===== src/rtl/multicycle_core.sv =====
// multicycle_core: parametrised multicycle core with req/ack instruction and data ports.
// Define MC_PERF_CNT_EN to add the cyc_cnt/instr_cnt performance counter outputs.
module multicycle_core #(
  parameter int DW   = 32,
  parameter int AW   = 16,
  parameter int NREG = 32
) (
  input  logic          clk,
  input  logic          rst_n,
  output logic          imem_req,
  output logic [AW-1:0] imem_addr,
  input  logic          imem_ack,
  input  logic [31:0]   imem_rdata,
  output logic          dmem_req,
  output logic          dmem_we,
  output logic [AW-1:0] dmem_addr,
  output logic [DW-1:0] dmem_wdata,
  input  logic          dmem_ack,
  input  logic [DW-1:0] dmem_rdata,
  output logic [AW-1:0] pc,
  output logic [2:0]    state,
  output logic          halted
`ifdef MC_PERF_CNT_EN
  ,
  output logic [31:0]   cyc_cnt,
  output logic [31:0]   instr_cnt
`endif
);

  localparam int RW = $clog2(NREG);

  typedef enum logic [2:0] {
    S_FETCH  = 3'd0,
    S_DECODE = 3'd1,
    S_EXEC   = 3'd2,
    S_MEM    = 3'd3,
    S_WB     = 3'd4,
    S_HALT   = 3'd7
  } state_t;

  state_t state_q, state_d;

  logic [AW-1:0] pc_q;
  logic [31:0]   ir_q;
  logic [DW-1:0] a_q, b_q, alu_q, mdr_q;
  logic [DW-1:0] rf [NREG];

  logic [5:0]    op;
  logic [15:0]   imm;
  logic [RW-1:0] rs_idx, rt_idx, rd_idx, wb_idx;
  logic          is_r, is_i, is_lw, is_sw;
  logic          is_beq, is_bne, is_j, is_halt, is_nop;
  logic [DW-1:0] imm_dw, opb, alu_y, rd_a, rd_b, wb_data;
  logic [AW-1:0] imm_aw;
  logic [3:0]    fn;
  logic [4:0]    shamt;
  logic          take;

  assign op     = ir_q[31:26];
  assign imm    = ir_q[15:0];
  assign rs_idx = ir_q[21 +: RW];
  assign rt_idx = ir_q[16 +: RW];
  assign rd_idx = ir_q[11 +: RW];

  assign is_r    = (op[5:4] == 2'b00);
  assign is_i    = (op[5:4] == 2'b01);
  assign is_lw   = (op == 6'b100000);
  assign is_sw   = (op == 6'b100001);
  assign is_beq  = (op == 6'b100010);
  assign is_bne  = (op == 6'b100011);
  assign is_j    = (op == 6'b100100);
  assign is_halt = (op == 6'b111111);
  assign is_nop  = !(is_r | is_i | is_lw | is_sw |
                     is_beq | is_bne | is_j | is_halt);

  assign imm_dw = DW'(signed'(imm));
  assign imm_aw = AW'(signed'(imm));

  assign rd_a = (rs_idx == '0) ? '0 : rf[rs_idx];
  assign rd_b = (rt_idx == '0) ? '0 : rf[rt_idx];

  // Loads and stores reuse the ALU adder for the address.
  assign opb   = (is_i | is_lw | is_sw) ? imm_dw : b_q;
  assign fn    = (is_r | is_i) ? op[3:0] : 4'd0;
  assign shamt = opb[4:0];

  always_comb begin
    alu_y = '0;
    case (fn)
      4'd0:    alu_y = a_q + opb;
      4'd1:    alu_y = a_q - opb;
      4'd2:    alu_y = a_q & opb;
      4'd3:    alu_y = a_q | opb;
      4'd4:    alu_y = a_q ^ opb;
      4'd5:    alu_y = DW'($signed(a_q) < $signed(opb));
      4'd6:    alu_y = a_q << shamt;
      4'd7:    alu_y = a_q >> shamt;
      default: alu_y = '0;
    endcase
  end

  assign take = (is_beq & (a_q == b_q)) |
                (is_bne & (a_q != b_q));

  assign wb_idx  = is_r ? rd_idx : rt_idx;
  assign wb_data = is_lw ? mdr_q : alu_q;

  always_ff @(posedge clk) begin
    if (!rst_n) state_q <= S_FETCH;
    else        state_q <= state_d;
  end

  always_comb begin
    state_d = state_q;
    unique case (state_q)
      S_FETCH:
        if (imem_ack) state_d = S_DECODE;
      S_DECODE:
        unique case (1'b1)
          is_j, is_nop: state_d = S_FETCH;
          is_halt:      state_d = S_HALT;
          default:      state_d = S_EXEC;
        endcase
      S_EXEC:
        unique case (1'b1)
          is_beq, is_bne: state_d = S_FETCH;
          is_lw, is_sw:   state_d = S_MEM;
          default:        state_d = S_WB;
        endcase
      S_MEM:
        if (dmem_ack) state_d = is_lw ? S_WB : S_FETCH;
      S_WB:    state_d = S_FETCH;
      S_HALT:  state_d = S_HALT;
      default: state_d = S_FETCH;
    endcase
  end

  always_ff @(posedge clk) begin
    if (!rst_n) begin
      pc_q  <= '0;
      ir_q  <= '0;
      a_q   <= '0;
      b_q   <= '0;
      alu_q <= '0;
      mdr_q <= '0;
      for (int i = 0; i < NREG; i++) rf[i] <= '0;
    end else begin
      unique case (state_q)
        S_FETCH:
          if (imem_ack) begin
            ir_q <= imem_rdata;
            pc_q <= pc_q + AW'(1);
          end
        S_DECODE: begin
          a_q <= rd_a;
          b_q <= rd_b;
          if (is_j) pc_q <= AW'(imm);
        end
        S_EXEC: begin
          alu_q <= alu_y;
          // pc_q already points past the branch here.
          if (take) pc_q <= pc_q + imm_aw;
        end
        S_MEM:
          if (dmem_ack && is_lw) mdr_q <= dmem_rdata;
        S_WB:
          if (wb_idx != '0) rf[wb_idx] <= wb_data;
        default: ;
      endcase
    end
  end

`ifdef MC_PERF_CNT_EN
  always_ff @(posedge clk) begin
    if (!rst_n) begin
      cyc_cnt   <= '0;
      instr_cnt <= '0;
    end else begin
      if (state_q != S_HALT) cyc_cnt <= cyc_cnt + 32'd1;
      if (state_q == S_DECODE && !is_halt)
        instr_cnt <= instr_cnt + 32'd1;
    end
  end
`endif

  assign imem_req   = (state_q == S_FETCH);
  assign imem_addr  = pc_q;
  assign dmem_req   = (state_q == S_MEM);
  assign dmem_we    = dmem_req & is_sw;
  assign dmem_addr  = AW'(alu_q);
  assign dmem_wdata = b_q;
  assign pc         = pc_q;
  assign state      = state_q;
  assign halted     = (state_q == S_HALT);

endmodule


===== config.mk =====
export PLATFORM = sky130hd
export DESIGN_NAME = multicycle_core
export DESIGN_NICKNAME = d
export VERILOG_FILES = /design/src/rtl/multicycle_core.sv
export SDC_FILE = /design/constraint.sdc
export NUM_CORES = 2
export LEC_CHECK = 0
export CAP_MARGIN = 5
export CORE_MARGIN = 2
export CORE_UTILIZATION = 51
export CTS_BUF_LIST = sky130_fd_sc_hd__clkbuf_16
export CTS_CLUSTER_DIAMETER = 100
export DETAILED_ROUTE_END_ITERATION = 12
export MAX_ROUTING_LAYER = met4
export PLACE_DENSITY = 0.68
export SLEW_MARGIN = 20
export SYNTH_ARGS = -nofsm -noshare
export SYNTH_HDL_FRONTEND = slang
export SYNTH_SLANG_ARGS = --single-unit

===== constraint.sdc =====
create_clock -name clk -period 6.6 [get_ports clk]
set_input_delay 0.99 -clock clk [delete_from_list [all_inputs] [get_ports clk]]
set_output_delay 0.99 -clock clk [all_outputs]
set_load 0.01 [all_outputs]

==> summary.md <==
| Metric | Value |
|---|---|
| Status | finished, final reports clean |
| Routed len/inst | approximately 34 µm |
| DIE AREA | 137000 µm² |
| Simple-Gate Fraction of Synth Area | between 10% and 20% |
| I/O Pins | roughly 160 |
| WL final | around 250 mm |
| Clock Skew | 29.6 ps |
| Rows | approximately 130 |
| Reg2reg start | ir_q[29] |
| Total Routing Usage GR | a little under two fifths |
| Setup violators final | 0 |
| Period utilisation layout | about 86% |
| Main combinational cell family by area after synthesis | multiplexers |
| FFs w/ async S/R, synth | 0% |
| Worst Path Arrival | about 6300 ps |
| Reg2reg end | alu_q[29] |
| Initial antenna violation count | 4 |
| Final Hold Vio Count | 0 |
| DPL Wire Length | about 160 mm |
| Total of max-cap violations | 0 |
| Starting Density | around 50% |
| Worst path required time | 7250 ps |
| # hold bufs at CTS | 0 |
| Top Metal Used | met4 |
| Worst vdd ir | 0.201 mV |
| Crit-path max FO | 26 |
| DR pass1 iterations | 7 |
| Area growth from synthesis to layout | 11.9% |
| CP max stage cell | a211oi_1 |
| YS warnings | 0 |
| Setup Fix Bufs, Post-CTS | 0 |
| CTS tree | built |
| CTS Root Cell | clkbuf_16 |
| Max Clk Rate | around 180 MHz |
| Critical path cell sequence | nor4_2 -> buf_4 -> a21oi_2 -> buf_4 -> nand2_1 -> nand2_1 -> inv_1 -> ha_1 -> inv_1 -> nor3_1 -> o211ai_1 -> a31oi_1 -> o21ai_0 -> a211oi_1 -> nor3_1 -> a2111oi_0 -> or3_1 -> a31oi_1 |
| Worst-path clk slew | roughly 60 ps |
| Gpl congestion | 1.03 |
| Synth Cell Area | between 60000 and 70000 µm² |
| Dominant synthesized flop cell | edfxtp_1 |
| Crit path kind | flip-flop to flip-flop |
| Xor and xnor fraction of the mapped netlist area | 0.715% |
| Critical path endpoint category | flip-flop |
| Crit-path max cell delay | roughly 600 ps |
| Synth Area per Inst | between 10 and 15 µm² |
| Setup TNS | 0 ps |
| Largest cells by area after synthesis | edfxtp_1 (45%), mux4_2 (21%), nor2_1 (7.0%) |
| First-pass GRT wire length | 356 mm |
| H-Tree Depth | 4 |
| Adder-cell share of the synthesized area | under 10% |
| Register area share after synthesis | between 50% and 60% |
| Max-slew headroom | between 20% and 30% |
| Clock Latency Late Sink | 790 ps |
| Vias in the first global route | between 50000 and 60000 |
| Flip-flop and latch count after synthesis | 1213 |
| Place WS | 1140 ps |
| Post-synthesis cell count | 5601 |
| WL met3 | between 20 and 30 mm |
| Gr ovfl total | 0 |
| Most frequent cell after synthesis | nor2_1 |
| Hold path startpoint | ir_q[24] |
| Residual DRC count | 0 |
| Core area | between 100000 and 150000 µm² |
| Number of flops mapped to enable cells by yosys | 1024 |
| Via density | ~6.9 |
| Pins Over Slew Limit | 0 |
| Netlist cell types | a little under 90 |
| Cts bufs inserted | 133 |
| Die extent in x | ~370 µm |
| Layout cells sized above 1 | approximately a fifth |
| Largest net degree at the start of global routing | approximately 110 |
| Post-synthesis mux area share | between 20% and 30% |
| Metal2 WL | between 100 and 150 mm |
| Synth cell count leaders | nor2_1 (1279), edfxtp_1 (1024), mux4_2 (641), clkbuf_1 (426), nand2_1 (397) |
| Post-CTS Resized | 0 |
| Starting DRT DRC Count | 7537 |
| Die Ht | around 370 µm |
| Clock period minus worst slack | approximately 5700 ps |
| Startpoint Class | flip-flop |
| R2r setup slk | about 920 ps |
| Hold depth | 2 |
| Wl on met1 | 86.9 mm |
| Unrepaired setup endpoints after global routing | false |
| Clock tree buffer depth | 3 |
| Worst Reg-to-Reg Cells | 18 |
| Leakage power | 25.6 nW |
| Worst Tran Pin Value | roughly 1100 ps |
| Fin worst setup slack | roughly 900 ps |
| Synth area leader | edfxtp_1 |
| P per Cell Area | around 280 nW/µm² |
| Clock sink count | 1213 |
| Compound-Gate Fraction of Synth Area | roughly 7% |
| Hold Path Class | flip-flop to flip-flop |
| Vias | around 51000 |
| Port Buffers | approximately 150 |
| Yosys top cell area share | ~45% |
| Final nets | 5729 |
| DRT antenna net count | 0 |
[how the worst max path moves through the flow]
stage                        start         to  slack (ps)  depth (start not counted)
after floorplan           ir_q[28]  alu_q[20]        2000                         20
after global placement    ir_q[30]  alu_q[29]        1210                         18
after detailed placement  ir_q[30]  alu_q[29]        1140                         18
after CTS                 ir_q[30]  alu_q[29]        1100                         18
after global routing      ir_q[27]  alu_q[29]         660                         18
final                     ir_q[29]  alu_q[29]         920                         18
[kinds of logic after synthesis]
group           count (synthesis)
compound gates                743
xor+xnor                       56
fa+ha+maj                     122
buf+inv                       690
flops                        1213
mux                           873
other cells                     1
simple gates                 1903
[state kept, by name, indices dropped and copies added (netlist names), named ones only]
| signal | cells |
|---|---|
| rf | 1024 |
| a_q | 32 |
| alu_q | 32 |
| dmem_wdata | 32 |
| ir_q | 32 |
| mdr_q | 32 |
| imem_addr | 16 |
| state | 3 |
[metal layers]
layer	vias up	global-route usage (%)
met1	25900	45.0
met2	3644	59.7
met4	0	20.7
met5	-	-
met3	844	7.49
li1	20800	-
[where the power goes]
group	internal (mW)	switching (mW)	leakage [nW]
clock network	4.01	3.17	2.11
logic	2.00	3.04	11.4
registers	8.60	0.410	12.1
[through the flow]
| step | util [%] | instance area, µm² | total power, mW | hold slack, ps | std cells |
|---|---|---|---|---|---|
| 2_1_floorplan | - | 68700 | 12.2 | 425 | 5632 |
| 3_3_place_gp | 54.1 | 72100 | 14.0 | 457 | 7153 |
| 3_5_place_dp | 54.1 | 72200 | 14.1 | 463 | 7155 |
| 4_1_cts | 57.2 | 76300 | 21.1 | 456 | 7389 |
| 5_1_grt | 57.5 | 76700 | 21.8 | 484 | 7409 |
| 6_report | 57.5 | 76700 | 21.2 | 457 | 7409 |
[critical path: cells and delay by family (launching register included)]
kind | cells | cell delay (ps)
AO/OA/AOI/OAI | 7 | 2680
adder cells (fa/ha/maj) | 1 | 510
buffers and inverters | 4 | 820
flip-flops | 1 | 550
AND/OR/NAND/NOR | 6 | 950
[cells in the final DEF (no fill, tap or decap), types with 13 or more instances in the layout]
cell / n
nor2_1: 1277
edfxtp_1: 1024
mux4_2: 641
nand2_1: 335
a21oi_1: 291
mux2i_1: 196
dfxtp_1: 179
buf_4: 158
clkdlybuf4s50_1: 153
clkbuf_16: 142
inv_1: 140
ha_1: 120
o21ai_0: 92
nand2_2: 61
a211oi_1: 47
nor3_1: 43
nand3_1: 39
a21o_1: 35
clkinv_1: 35
o211ai_1: 34
conb_1: 32
mux2i_4: 29
xor2_1: 29
xnor2_1: 27
a31oi_1: 26
a221oi_1: 24
and2_1: 23
nor4_1: 21
o22ai_1: 21
and3_1: 20
nand4_1: 17
a22oi_1: 17
o21bai_1: 16
clkinv_2: 16
a211o_1: 14
o221ai_1: 14
nand2b_1: 13
[cell type report]
cell class,instances,area [µm²]
Antenna cell,3,7.51
Clock buffer,139,3480
Clock inverter,95,639
Fill cell,10600,56800
Inverter,121,462
Multi-Input combinational cell,3729,32000
Sequential cell,1213,34600
Tap cell,1768,2210
Timing Repair Buffer,341,3360
(Power assumes the default switching activity.)
